==> config.mk <==
export PLATFORM = sky130hd
export DESIGN_NAME = shr_seq_ctrl_flat
export DESIGN_NICKNAME = d
export VERILOG_FILES = /design/src/rtl/shr_seq_ctrl_if.sv /design/src/rtl/shr_seq_ctrl.sv /design/src/flat_wrapper.sv
export SDC_FILE = /design/constraint.sdc
export NUM_CORES = 1
export LEC_CHECK = 0
export BUFFER_PORTS_ARGS = -buffer_cell sky130_fd_sc_hd__clkbuf_2
export CORE_MARGIN = 4
export CORE_UTILIZATION = 55
export DETAILED_ROUTE_END_ITERATION = 12
export HOLD_SLACK_MARGIN = 0.05
export PLACE_DENSITY = 0.72
export SETUP_SLACK_MARGIN = 0.3
export SLEW_MARGIN = 20
export SYNTH_ARGS = -nofsm -noshare
export SYNTH_HDL_FRONTEND = slang
export SYNTH_SLANG_ARGS = --single-unit
==> constraint.sdc <==
create_clock -name clk_in -period 4.65 [get_ports clk_in]
set_input_delay 0 -clock clk_in [delete_from_list [all_inputs] [get_ports clk_in]]
set_output_delay 0 -clock clk_in [all_outputs]
set_load 0.005 [all_outputs]
==> src/rtl/shr_seq_ctrl_if.sv <==
// Command push bus between the host/vJTAG register file and shr_seq_ctrl.
interface shr_seq_ctrl_if;
  logic       cmd_valid;
  logic       cmd_ready;
  logic [1:0] cmd_op;
  logic [1:0] cmd_bank;
  logic [9:0] cmd_len;
  logic [7:0] cmd_rep;

  modport master (
    output cmd_valid,
    output cmd_op,
    output cmd_bank,
    output cmd_len,
    output cmd_rep,
    input  cmd_ready
  );

  modport slave (
    input  cmd_valid,
    input  cmd_op,
    input  cmd_bank,
    input  cmd_len,
    input  cmd_rep,
    output cmd_ready
  );
endinterface

==> src/rtl/shr_seq_ctrl.sv <==
// Command FIFO + sequencer driving trig/seq_length/bank_sel/clear controls of the shift-register
// pattern driver. Define SHR_SEQ_CTRL_LOOP_EN to add loop_en (re-push completed entries).
module shr_seq_ctrl #(
  parameter int FIFO_DEPTH = 4,
  parameter int TRIG_W     = 2,
  parameter int GAP        = 8,
  parameter int CLR_CYCLES = 16,
  parameter int TO_MARGIN  = 64
) (
  input  logic          clk_in,
  input  logic          rst,
  shr_seq_ctrl_if.slave cmd,
  input  logic          abort,
  input  logic          syn,
`ifdef SHR_SEQ_CTRL_LOOP_EN
  input  logic          loop_en,
`endif
  output logic          trig,
  output logic [9:0]    seq_length,
  output logic [1:0]    bank_sel,
  output logic          clr_mode,
  output logic          clr_2_one,
  output logic          busy,
  output logic          done,
  output logic          err,
  output logic [2:0]    fifo_level
);

  localparam int AW    = $clog2(FIFO_DEPTH);
  localparam int ENT_W = 22;

  localparam logic [2:0] S_IDLE  = 3'd0;
  localparam logic [2:0] S_LOAD  = 3'd1;
  localparam logic [2:0] S_TRIG  = 3'd2;
  localparam logic [2:0] S_WAIT  = 3'd3;
  localparam logic [2:0] S_GAP   = 3'd4;
  localparam logic [2:0] S_CLEAR = 3'd5;
  localparam logic [2:0] S_DRAIN = 3'd6;

  localparam logic [1:0] OP_PAT  = 2'b00;
  localparam logic [1:0] OP_ONE  = 2'b01;
  localparam logic [1:0] OP_RSVD = 2'b11;

  localparam logic [AW:0] CNT_FULL  = (AW+1)'(FIFO_DEPTH);
  localparam logic [7:0]  TRIG_LAST = 8'(TRIG_W - 1);
  localparam logic [7:0]  GAP_LAST  = (GAP == 0) ? 8'd0 : 8'(GAP - 1);
  localparam logic [7:0]  CLR_LAST  = 8'(CLR_CYCLES - 1);
  localparam logic [11:0] MARGIN_12 = 12'(TO_MARGIN);

  logic [ENT_W-1:0] mem [FIFO_DEPTH];
  logic [AW:0]      wr_ptr;
  logic [AW:0]      rd_ptr;
  logic [AW:0]      cnt;
  logic             full;
  logic             empty;
  logic             pop;
  logic             push_host;
  logic             push_any;
  logic             loop_push;
  logic [ENT_W-1:0] host_ent;
  logic [ENT_W-1:0] push_data;
  logic [ENT_W-1:0] cur_ent;

  logic [1:0]  cur_op;
  logic [1:0]  cur_bank;
  logic [9:0]  cur_len;
  logic [7:0]  cur_rep;
  logic        bad_cmd;

  logic [2:0]  state;
  logic [7:0]  rep_cnt;
  logic [7:0]  ph_cnt;
  logic [11:0] to_cnt;
  logic [11:0] to_nxt;
  logic [11:0] to_limit;
  logic        to_hit;
  logic        timed_out;
  logic        syn_p0;
  logic        syn_rise;
  logic        gap_end;
  logic        more_reps;
  logic        cmd_done;

  assign cnt        = wr_ptr - rd_ptr;
  assign full       = (cnt == CNT_FULL);
  assign empty      = (cnt == '0);
  assign fifo_level = 3'(cnt);

  assign host_ent = {cmd.cmd_op, cmd.cmd_bank, cmd.cmd_len, cmd.cmd_rep};
  assign {cur_op, cur_bank, cur_len, cur_rep} = cur_ent;
  assign bad_cmd  = (cur_op == OP_RSVD) || ((cur_op == OP_PAT) && (cur_len == 10'd0));

  assign syn_rise  = syn && !syn_p0;
  assign to_limit  = {2'b00, cur_len} + MARGIN_12;
  assign to_nxt    = to_cnt + 12'd1;
  assign to_hit    = (to_nxt == to_limit);
  assign gap_end   = (state == S_GAP) && (ph_cnt == GAP_LAST);
  assign more_reps = (rep_cnt != 8'd0) && !timed_out;
  assign cmd_done  = gap_end && !abort && !more_reps && !timed_out;

`ifdef SHR_SEQ_CTRL_LOOP_EN
  // A completed entry goes back to the tail ahead of any host push this cycle.
  assign loop_push = cmd_done && loop_en && !full;
`else
  assign loop_push = 1'b0;
`endif

  assign cmd.cmd_ready = !full && !loop_push;
  assign push_host     = cmd.cmd_valid && cmd.cmd_ready && !abort;
  assign push_any      = push_host || loop_push;
  assign push_data     = loop_push ? cur_ent : host_ent;
  assign pop           = (state == S_IDLE) && !empty && !abort;
  assign busy          = (state != S_IDLE);

  // FIFO control: abort flushes and overrides any same-cycle push
  always_ff @(posedge clk_in or posedge rst) begin
    if (rst) begin
      wr_ptr <= '0;
      rd_ptr <= '0;
    end else if (abort) begin
      rd_ptr <= wr_ptr;
    end else begin
      if (push_any) wr_ptr <= wr_ptr + 1'b1;
      if (pop)      rd_ptr <= rd_ptr + 1'b1;
    end
  end

  always_ff @(posedge clk_in) begin
    if (push_any) mem[wr_ptr[AW-1:0]] <= push_data;
    if (pop)      cur_ent <= mem[rd_ptr[AW-1:0]];
  end

  // Sequencer: LOAD validates/latches, TRIG/WAIT track syn with timeout, GAP spaces repeats
  always_ff @(posedge clk_in or posedge rst) begin
    if (rst) begin
      state      <= S_IDLE;
      trig       <= 1'b0;
      seq_length <= '0;
      bank_sel   <= '0;
      clr_mode   <= 1'b0;
      clr_2_one  <= 1'b0;
      done       <= 1'b0;
      err        <= 1'b0;
      rep_cnt    <= '0;
      ph_cnt     <= '0;
      to_cnt     <= '0;
      timed_out  <= 1'b0;
      syn_p0     <= 1'b0;
    end else begin
      syn_p0 <= syn;
      done   <= cmd_done;
      case (state)
        S_IDLE: begin
          if (pop) state <= S_LOAD;
        end
        S_LOAD: begin
          timed_out <= 1'b0;
          ph_cnt    <= '0;
          if (abort) begin
            clr_mode  <= 1'b0;
            clr_2_one <= 1'b0;
            state     <= S_IDLE;
          end else if (bad_cmd) begin
            err   <= 1'b1;
            state <= S_IDLE;
          end else if (cur_op == OP_PAT) begin
            seq_length <= cur_len;
            bank_sel   <= cur_bank;
            clr_mode   <= 1'b0;
            clr_2_one  <= 1'b0;
            rep_cnt    <= (cur_rep == 8'd0) ? 8'd1 : cur_rep;
            trig       <= 1'b1;
            to_cnt     <= '0;
            state      <= S_TRIG;
          end else begin
            clr_mode  <= 1'b1;
            clr_2_one <= (cur_op == OP_ONE);
            rep_cnt   <= '0;
            state     <= S_CLEAR;
          end
        end
        S_TRIG, S_WAIT: begin
          to_cnt <= to_nxt;
          ph_cnt <= ph_cnt + 8'd1;
          if (abort) begin
            trig <= 1'b0;
            if (syn_rise) begin
              state <= S_IDLE;
            end else if (to_hit) begin
              err   <= 1'b1;
              state <= S_IDLE;
            end else begin
              state <= S_DRAIN;
            end
          end else if (syn_rise) begin
            trig    <= 1'b0;
            rep_cnt <= rep_cnt - 8'd1;
            ph_cnt  <= '0;
            state   <= S_GAP;
          end else if (to_hit) begin
            trig      <= 1'b0;
            err       <= 1'b1;
            timed_out <= 1'b1;
            ph_cnt    <= '0;
            state     <= S_GAP;
          end else if ((state == S_TRIG) && (ph_cnt == TRIG_LAST)) begin
            trig  <= 1'b0;
            state <= S_WAIT;
          end
        end
        S_GAP: begin
          if (abort) begin
            clr_mode  <= 1'b0;
            clr_2_one <= 1'b0;
            state     <= S_IDLE;
          end else if (gap_end) begin
            if (more_reps) begin
              trig   <= 1'b1;
              to_cnt <= '0;
              ph_cnt <= '0;
              state  <= S_TRIG;
            end else begin
              clr_mode  <= 1'b0;
              clr_2_one <= 1'b0;
              state     <= S_IDLE;
            end
          end else begin
            ph_cnt <= ph_cnt + 8'd1;
          end
        end
        S_CLEAR: begin
          if (abort) begin
            clr_mode  <= 1'b0;
            clr_2_one <= 1'b0;
            state     <= S_IDLE;
          end else if (ph_cnt == CLR_LAST) begin
            clr_mode  <= 1'b0;
            clr_2_one <= 1'b0;
            ph_cnt    <= '0;
            state     <= S_GAP;
          end else begin
            ph_cnt <= ph_cnt + 8'd1;
          end
        end
        S_DRAIN: begin
          // Let the driver finish its in-flight sequence before going idle.
          to_cnt <= to_nxt;
          if (syn_rise) begin
            state <= S_IDLE;
          end else if (to_hit) begin
            err   <= 1'b1;
            state <= S_IDLE;
          end
        end
        default: begin
          trig      <= 1'b0;
          clr_mode  <= 1'b0;
          clr_2_one <= 1'b0;
          state     <= S_IDLE;
        end
      endcase
    end
  end

endmodule

==> src/flat_wrapper.sv <==
// flat-port wrapper written by rule: the top's interface ports become plain ports
module shr_seq_ctrl_flat 
#(
  parameter int FIFO_DEPTH = 4,
  parameter int TRIG_W     = 2,
  parameter int GAP        = 8,
  parameter int CLR_CYCLES = 16,
  parameter int TO_MARGIN  = 64
)
  (clk_in, rst, abort, syn, trig, seq_length, bank_sel, clr_mode, clr_2_one, busy, done, err, fifo_level, cmd_cmd_valid, cmd_cmd_op, cmd_cmd_bank, cmd_cmd_len, cmd_cmd_rep, cmd_cmd_ready);
  shr_seq_ctrl_if cmd_i ();
  input  logic clk_in;
  input  logic rst;
  input  logic abort;
  input  logic syn;
  output logic trig;
  output logic [9:0] seq_length;
  output logic [1:0] bank_sel;
  output logic clr_mode;
  output logic clr_2_one;
  output logic busy;
  output logic done;
  output logic err;
  output logic [2:0] fifo_level;
  input wire logic [$bits(cmd_i.cmd_valid)-1:0] cmd_cmd_valid;
  input wire logic [$bits(cmd_i.cmd_op)-1:0] cmd_cmd_op;
  input wire logic [$bits(cmd_i.cmd_bank)-1:0] cmd_cmd_bank;
  input wire logic [$bits(cmd_i.cmd_len)-1:0] cmd_cmd_len;
  input wire logic [$bits(cmd_i.cmd_rep)-1:0] cmd_cmd_rep;
  output wire logic [$bits(cmd_i.cmd_ready)-1:0] cmd_cmd_ready;
  assign cmd_i.cmd_valid = cmd_cmd_valid;
  assign cmd_i.cmd_op = cmd_cmd_op;
  assign cmd_i.cmd_bank = cmd_cmd_bank;
  assign cmd_i.cmd_len = cmd_cmd_len;
  assign cmd_i.cmd_rep = cmd_cmd_rep;
  assign cmd_cmd_ready = cmd_i.cmd_ready;
  shr_seq_ctrl #(.FIFO_DEPTH(FIFO_DEPTH), .TRIG_W(TRIG_W), .GAP(GAP), .CLR_CYCLES(CLR_CYCLES), .TO_MARGIN(TO_MARGIN)) u_core (.clk_in(clk_in), .rst(rst), .cmd(cmd_i), .abort(abort), .syn(syn), .trig(trig), .seq_length(seq_length), .bank_sel(bank_sel), .clr_mode(clr_mode), .clr_2_one(clr_2_one), .busy(busy), .done(done), .err(err), .fifo_level(fifo_level));
endmodule
Word-level counts from Yosys, hierarchy flattened
Memory sizes are Yosys's and may differ from the RTL's. A register that Yosys moved wholly into a read port is not among the register bits.
Cells that the tools add are included.
{ "totals": {"register_bits": 56, "ram_bits": 88, "in_bits": 27, "output_inout_bits": 22, "elab_cells": 183, "memories": 1} }
{ "mem_list": {"columns": ["name", "depth", "width", "rd", "rd_clocked_by_memory_dff", "wr", "line", "rtl"], "rows": [
  ["u_core.mem", 4, 22, 1, 1, 1, "shr_seq_ctrl.sv:50", "logic [ENT_W-1:0] mem [FIFO_DEPTH];"]
]} }
{ "classes": {"addsub": 7, "n_eq_ne": 35, "muxes": 76, "bitwise_logic": 4, "reduce_logical": 45} }
{ "op_table": {"columns": ["operator", "n"], "rows": [
  ["2-to-1 mux 8 bit", 14],
  ["2-to-1 mux 12 bit", 6],
  ["2-to-1 mux 3 bit", 18],
  ["case mux 12 bit (3 select lines)", 1],
  ["case mux 8 bit (4 select lines)", 1],
  ["2-to-1 mux 1 bit", 28],
  ["AND reduction 5 bit", 4],
  ["case mux 3 bit (6 select lines)", 1],
  ["!= test 2 x 1 -> 1 bit (second input constant)", 8],
  ["case mux 8 bit (2 select lines)", 1],
  ["!= test 2 bit (second input constant)", 7],
  ["adder 12 x 1 -> 12 bit (second input constant)", 1],
  ["equality test 12 bit", 1],
  ["equality test 3 bit (second input constant)", 4],
  ["logical AND 1 bit", 12],
  ["case mux 1 bit (4 select lines)", 3],
  ["AND reduction 4 bit", 3],
  ["adder 10 x 7 -> 11 bit (second input constant)", 1],
  ["logical NOT 10 bit", 1],
  ["!= test 3 bit (second input constant)", 3],
  ["adder 8 x 1 -> 8 bit (second input constant)", 1],
  ["equality test 8 x 1 -> 1 bit (second input constant)", 1],
  ["equality test 8 x 3 -> 1 bit (second input constant)", 1],
  ["equality test 8 x 4 -> 1 bit (second input constant)", 1],
  ["other kinds (28)", 45]
]} }

Longest topological paths before layout
Gate-level depths: netlist of run 1.
{ "logic_depth": {"ltp_word": 7, "depth_mapped": 11, "mapped_depth_nobuf": 11} }

Worst setup path before layout of run 1
Ideal clock, no wire load.
{ "synth_timing": {"path_type": "reg-to-reg", "startpoint": "register u_core.wr_ptr[0]", "endpoint": "register u_core.state[2]", "t_arrival_ps": 3503, "t_required_ps": 4525, "path_slack_ps": 1023, "stages_incl_launch_ff": 12, "path_buffers": 0, "period_less_slack_ps": 3627, "cell_sequence": "dfrtp_1 inv_1 ha_1 fa_1 xnor2_1 xnor2_1 o311ai_4 nor2_1 or3_1 a21oi_1 a21oi_1 mux2_2"} }
{ "synth_between": {"elab_chain_len": 7} }
{ "synth_rtl": {"columns": ["item", "line", "rtl"], "rows": [
  ["start: declaration", "shr_seq_ctrl.sv:51", "logic [AW:0] wr_ptr;"],
  ["start signal: assignment", "shr_seq_ctrl.sv:123", "if (push_any) wr_ptr <= wr_ptr + 1'b1;"],
  ["subtractor 3 bit", "shr_seq_ctrl.sv:84", "assign cnt = wr_ptr - rd_ptr;"],
  ["net fifo_level[2]", "flat_wrapper.sv:24", "output logic [2:0] fifo_level;"],
  ["logical NOT 3 bit", "shr_seq_ctrl.sv:86", "assign empty = (cnt == '0);"],
  ["logical NOT 1 bit", "shr_seq_ctrl.sv:112", "assign pop = (state == S_IDLE) && !empty && !abort;"],
  ["logical AND 1 bit (2 in a row)", "shr_seq_ctrl.sv:112", null],
  ["net u_core.pop", "shr_seq_ctrl.sv:56", "logic pop;"],
  ["!= test 2 x 1 -> 1 bit (no line)", null, null],
  ["AND reduction 5 bit (no line)", null, null],
  ["end signal: assignment", "shr_seq_ctrl.sv:136", "state <= S_IDLE;"],
  ["end signal: assignment", "shr_seq_ctrl.sv:154", "if (pop) state <= S_LOAD;"],
  ["end signal: assignment", "shr_seq_ctrl.sv:162", "state <= S_IDLE;"],
  ["end: declaration", "shr_seq_ctrl.sv:70", "logic [2:0] state;"]
]} }
The timed path passes the listed nets, and every way through them passes these cells.
A chain may end at the register's enable or synchronous reset.

Final worst setup path of run 1
{ "layout_timing": {"startpoint": "register u_core.wr_ptr[0]", "endpoint": "register u_core.state[2]"} }
{ "layout_between": {"elab_chain_len": 7} }
{ "layout_rtl": {"columns": ["item", "line"], "rows": [
  ["subtractor 3 bit", "shr_seq_ctrl.sv:84"],
  ["logical NOT 3 bit", "shr_seq_ctrl.sv:86"],
  ["logical NOT 1 bit", "shr_seq_ctrl.sv:112"],
  ["logical AND 1 bit (2 in a row)", "shr_seq_ctrl.sv:112"],
  ["net u_core.pop", "shr_seq_ctrl.sv:56"],
  ["!= test 2 x 1 -> 1 bit (no line)", null],
  ["AND reduction 5 bit (no line)", null]
]} }
The timed path passes the listed nets, and every way through them passes these cells.

==> results of run 1 <==
## final timing paths
check,to,slack (ns),cells after the start
min reg2reg,u_core.seq_length[6],0.49,2
min in group asynchronous,u_core.bank_sel[0],0.54,4
min,u_core.wr_ptr[0],0.09,3
max,u_core.state[2],1.36,12
max reg2reg,u_core.state[2],1.36,12
max in group asynchronous,u_core.ph_cnt[1],3.25,5
## metal layers
metal,up-vias,global-route usage,wire (microns)
met3,21,0.0518,736
met1,2263,0.276,6270
met2,150,0.332,7190
met4,0,0.0720,232
li1,2147,-,-
met5,-,0,0
## logic make-up after synthesis
logic type | synth area share
flops | 0.637
simple gates | 0.0970
compound gates | 0.0876
buf+inv | 0.0264
mux | 0.0895
xor+xnor | 0.0375
fa+ha+maj | 0.0247
## placed cells by master (no fill, tap or decap), drive strengths merged, types with 7 or more instances in the layout
master,n
o21ai,42
dfrtp,56
and2,7
dlygate4sd3,25
a21oi,25
nand3,12
inv,26
nor4,7
mux2,12
edfxtp,110
mux4,22
xnor2,18
nand2,34
nor2,32
xor2,11
clkbuf,70
ha,13
nor3,10
## flip-flops by register name, indices dropped and copies added (netlist names)
name,flops
u_core.mem,88
u_core.cur_ent,22
u_core.to_cnt,12
u_core.seq_length,10
u_core.ph_cnt,8
u_core.rep_cnt,8
u_core.rd_ptr,3
u_core.state,3
u_core.wr_ptr,3
u_core.bank_sel,2
u_core.clr_2_one,1
u_core.clr_mode,1
u_core.done,1
u_core.err,1
u_core.syn_p0,1
u_core.timed_out,1
u_core.trig,1
## power by group
group          switching [mW]  internal, mW  total (mW)
clock                   0.557         0.825        1.38
combinational           0.962         0.759        1.72
sequential              0.273          1.98        2.26
total                    1.79          3.57        5.36
## worst max-delay path, stage by stage (launching register included)
cell and delay [ns]:
dfrtp_1 0.41, inv_1 0.12, ha_1 0.22, fa_1 0.44
xnor2_1 0.15, xnor2_1 0.19, o311ai_4 0.35, nor2_2 0.05
buf_4 0.23, or3_1 0.33, a21oi_1 0.32, a21oi_1 0.08
mux2_2 0.28
## final cells by class
cell class,instances,area share
inverter,24,0.0105
clock buffer,22,0.0539
tap,176,0.0255
clock inverter,10,0.0144
timing repair buffer,78,0.0613
multi-input combinational,319,0.289
sequential,166,0.546
==> results.json, run 1 <==
{
  "critPathLaunchType": "register",
  "grt_overflow": 0,
  "setup_viol_count_final": 0,
  "seqCellArea_sq_um": 4700,
  "wl_per_cell_microns": 18.2,
  "synth-main-ff-cell": "edfxtp_1",
  "yosysWarningCount": 0,
  "row_count": 42,
  "syn_area_sq_um": 7380,
  "seq_area_frac_synth": 0.637,
  "fmax_mhz": 304,
  "groute.usage.overall": 0.206,
  "synth.top_cell.area_share": 0.447,
  "ant_nets": 0,
  "period_share": 0.708,
  "multiInputGateArea_sq_um": 2490,
  "place_ws_ns": 1.33,
  "yosys.area.top_type": "edfxtp_1",
  "cap_violations": 0,
  "ir_drop_v": 0.000309,
  "start_util": 0.560,
  "clock_latency_ns": 0.42,
  "cts_tree": "yes",
  "die_y_microns": 124,
  "drtPass1Iterations": 5,
  "hold_ws_ns": 0.0929,
  "io_buffers": 48,
  "clk_pin_slew_worst_paths_ns": 0.06,
  "status": "finished, final reports clean",
  "p_leak_nw": 3.26,
  "die_area_sq_um": 15300,
  "finalNonFillerCells": 795,
  "ys_types": 61,
  "worst_pin_slew_ns": 1.02,
  "place_inst": 738,
  "rsz0062_at_grt": "no",
  "path_max_fanout": 23,
  "crit_required_ns": 4.95,
  "drive_gt1_frac": 0.218,
  "dpl.hpwl_microns": 9570,
  "hp-class": "input pin to register",
  "postLayoutCellArea_sq_um": 8620,
  "via_per_inst": 5.76,
  "post_synth.cell_area_avg_sq_um": 13.8,
  "cts_sinks": 166,
  "cts-hold-fix-buffers": 25,
  "slew_violations": 0,
  "cts_buffer_depth": 2,
  "synthesis.nets": 575,
  "critical_path_class": "register to register",
  "synthTopCellsByCount": "edfxtp_1 (110), dfrtp_1 (56), o21ai_0 (40), nand2_1 (34), nor2_1 (32)",
  "grt_pass1_vias": 4637,
  "synth_edf_count": 110,
  "postLayoutCoreUtil": 0.653,
  "timing.rr.start": "u_core.wr_ptr[0]",
  "synthTopCellsByArea": "edfxtp_1 (45%), dfrtp_1 (19%), mux4_2 (6.7%)",
  "hold_viol": 0,
  "gp_congestion": 0.892,
  "p_per_area_nw_per_um2": 622,
  "skew_ns": 0.0118,
  "die_w_microns": 124,
  "setup_tns_ns": 0,
  "placed_area_sq_um": 7780,
  "antenna_found_initial": 0,
  "coreArea_sq_um": 13200,
  "root_buffer": "clkbuf_16",
  "cp.arrival_ns": 3.59,
  "synthArstFlopShare": 0.337,
  "vias": 4581,
  "area_growth_pct": 16.8,
  "max-slew-margin-rel": 0.314,
  "cts_buffers": 17,
  "diodes": 0,
  "fin_ws_ns": 1.36,
  "ys_ff_latch": 166,
  "wl_microns": 14400,
  "period_minus_slack_ns": 3.29,
  "grt_start_max_net_pins": 54,
  "yosysMostFrequentCell": "edfxtp_1",
  "cts_setup_buffers": 0,
  "htreeDepth": 4,
  "hp-start": "cmd_cmd_valid",
  "syn_inst": 534,
  "startpoint": "u_core.wr_ptr[0]",
  "drc": 0,
  "fill_cells": 940,
  "grt_pass1_wl_microns": 23900,
  "cts.repair.resized": 0,
  "cp-end-kind": "register",
  "io-pin-count": 49,
  "drt_iter0_drc": 353,
  "fin_nets": 647,
  "p_total_mw": 5.36
}
No activity file was read; power rests on OpenSTA's default activity.
==> run 2, diff against run 1 <==
--- a/config.mk
+++ b/config.mk
@@ -7,10 +7,10 @@
 export LEC_CHECK = 0
 export BUFFER_PORTS_ARGS = -buffer_cell sky130_fd_sc_hd__clkbuf_2
 export CORE_MARGIN = 4
-export CORE_UTILIZATION = 55
+export CORE_UTILIZATION = 54
 export DETAILED_ROUTE_END_ITERATION = 12
 export HOLD_SLACK_MARGIN = 0.05
-export PLACE_DENSITY = 0.72
+export PLACE_DENSITY = 0.74
 export SETUP_SLACK_MARGIN = 0.3
 export SLEW_MARGIN = 20
 export SYNTH_ARGS = -nofsm -noshare
==> constraint.sdc (replaced) <==
create_clock -name clk_in -period 2.65 [get_ports clk_in]
set_input_delay 0 -clock clk_in [delete_from_list [all_inputs] [get_ports clk_in]]
set_output_delay 0 -clock clk_in [all_outputs]
set_load 0.005 [all_outputs]
==> results.json, run 2 (synthesis gave the netlist of run 1 again) <==
{
  "start_util": 0.555,
  "sw_frac_of_total": 0.346,
  "min_path_cells": 2,
  "fmax_mhz": 385,
  "via_per_inst": 5.69,
  "clk_pin_slew_worst_paths_ns": 0.06,
  "critical_path_class": "register to register",
  "period_share": 0.980,
  "power_frac_clock": 0.217,
  "clock_latency_ns": 0.43,
  "cap_violations": 0,
  "diodes": 0,
  "skew_ns": 0.00965,
  "cp.arrival_ns": 2.90,
  "p_leak_nw": 3.54,
  "timing.rr.start": "u_core.wr_ptr[0]",
  "crit_required_ns": 2.96,
  "htreeDepth": 4,
  "path_max_fanout": 4,
  "grt_pass1_wl_microns": 25700,
  "finalNonFillerCells": 849,
  "io_buffers": 48,
  "wl_per_cell_microns": 18.8,
  "cts_buffers": 17,
  "coreArea_sq_um": 13300,
  "vias": 4830,
  "dpl.hpwl_microns": 9440,
  "p_total_mw": 10.3,
  "status": "finished, final reports clean",
  "grt_pass1_vias": 5049,
  "row_count": 42,
  "critPathLaunchType": "register",
  "setup_tns_ns": 0,
  "root_buffer": "clkbuf_16",
  "hold_viol": 0,
  "ant_nets": 0,
  "p_switching_mw": 3.56,
  "layout_common_cells": "edfxtp_1 (110), clkbuf_2 (48), dfrtp_1 (48), o21ai_0 (38), nand2_1 (33)",
  "hp-start": "abort",
  "drc": 0,
  "rsz0062_at_grt": "yes",
  "drtPass1Iterations": 5,
  "die_area_sq_um": 15600,
  "r2r-end": "u_core.state[2]",
  "io-pin-count": 49,
  "area_growth_pct": 25.5,
  "grt_overflow": 0,
  "worst_pin_slew_ns": 0.560,
  "seqPwrFrac": 0.385,
  "wl_microns": 16000,
  "regToRegSetupSlack_ns": 0.05,
  "fin_nets": 701,
  "final_common_cell": "edfxtp_1",
  "cts_buffer_depth": 2,
  "slew_violations": 0,
  "place_ws_ns": -0.0318,
  "p_per_area_nw_per_um2": 1110,
  "grt_start_max_net_pins": 28,
  "antenna_found_initial": 0,
  "hold_end": "u_core.rd_ptr[0]",
  "groute.usage.overall": 0.211,
  "hp-class": "input pin to register",
  "period_minus_slack_ns": 2.60,
  "place_inst": 755,
  "cts_sinks": 166,
  "intPower_mw": 6.71,
  "setup_viol_count_final": 0,
  "drt_iter0_drc": 352,
  "startpoint": "u_core.wr_ptr[0]",
  "cp-end-kind": "register",
  "die_w_microns": 125,
  "largest_reg_flops": 88,
  "r2r_cells": 10,
  "gp_congestion": 0.847,
  "max-slew-margin-rel": 0.623,
  "fill_cells": 876,
  "die_y_microns": 125,
  "ir_drop_v": 0.000817,
  "combPwrFrac": 0.398,
  "drive_gt1_frac": 0.328,
  "fin_ws_ns": 0.0542,
  "cts_tree": "yes"
}
## run 2: layout make-up
cell class,count,area (sq um),share of cell area
Multi-Input combinational cell,329,2750,0.297
Tap cell,176,220,0.0238
Sequential cell,166,4710,0.509
Timing Repair Buffer,122,956,0.103
Inverter,24,90.1,0.00973
Clock inverter,13,97.6,0.0105
Clock buffer,19,433,0.0467
## run 2: power groups by stage
stage | combinational, mW | clock [mW] | sequential, mW
finish | 4.09 | 2.23 | 3.95
global route | 4.45 | 2.41 | 4.02
CTS | 3.68 | 2.26 | 3.95
detailed placement | 3.31 | 0 | 3.98
global placement | 3.21 | 0 | 3.94
floorplan | 2.39 | 0 | 3.81
## run 2: worst max-delay path: stages (launching register included)
cell      delay (ns)
dfrtp_1         0.36
inv_2           0.06
ha_4            0.15
fa_2            0.56
inv_1           0.10
o311ai_4        0.35
nor2_4          0.05
or3_4           0.35
a21oi_4         0.17
a21oi_2         0.05
mux2_2          0.28
## run 2: layer usage
metal	GRT usage	vias up	share of wire
li1	-	2269	-
met1	0.269	2384	0.41
met2	0.351	155	0.52
met3	0.0557	22	0.055
met4	0.0753	0	0.017
met5	0	-	0
## run 2: through the flow
step | hold slack (ns) | instance area (sq um) | utilization
floorplan | 0.0314 | 7430 | -
CTS | 0.0628 | 9020 | 0.679
global placement | -0.142 | 7980 | 0.600
global route | 0.0780 | 9260 | 0.697
finish | 0.0694 | 9260 | 0.697
detailed placement | -0.135 | 7980 | 0.600
## run 2: worst max-delay path by stage
stage | cells past startpoint | endpoint
global route | 11 | u_core.state[2]
finish | 10 | u_core.state[2]
detailed placement | 10 | u_core.state[2]
CTS | 10 | u_core.state[2]
global placement | 10 | u_core.state[2]
floorplan | 11 | u_core.state[2]
## run 2: repair_timing
action	CTS	global route
gates resized for setup	29	32
cloned	10	2
setup buffers	11	13
endpoints found under the hold margin	146	0
pin swaps	14	11
hold buffers	26	0
endpoints found under the setup margin	107	154
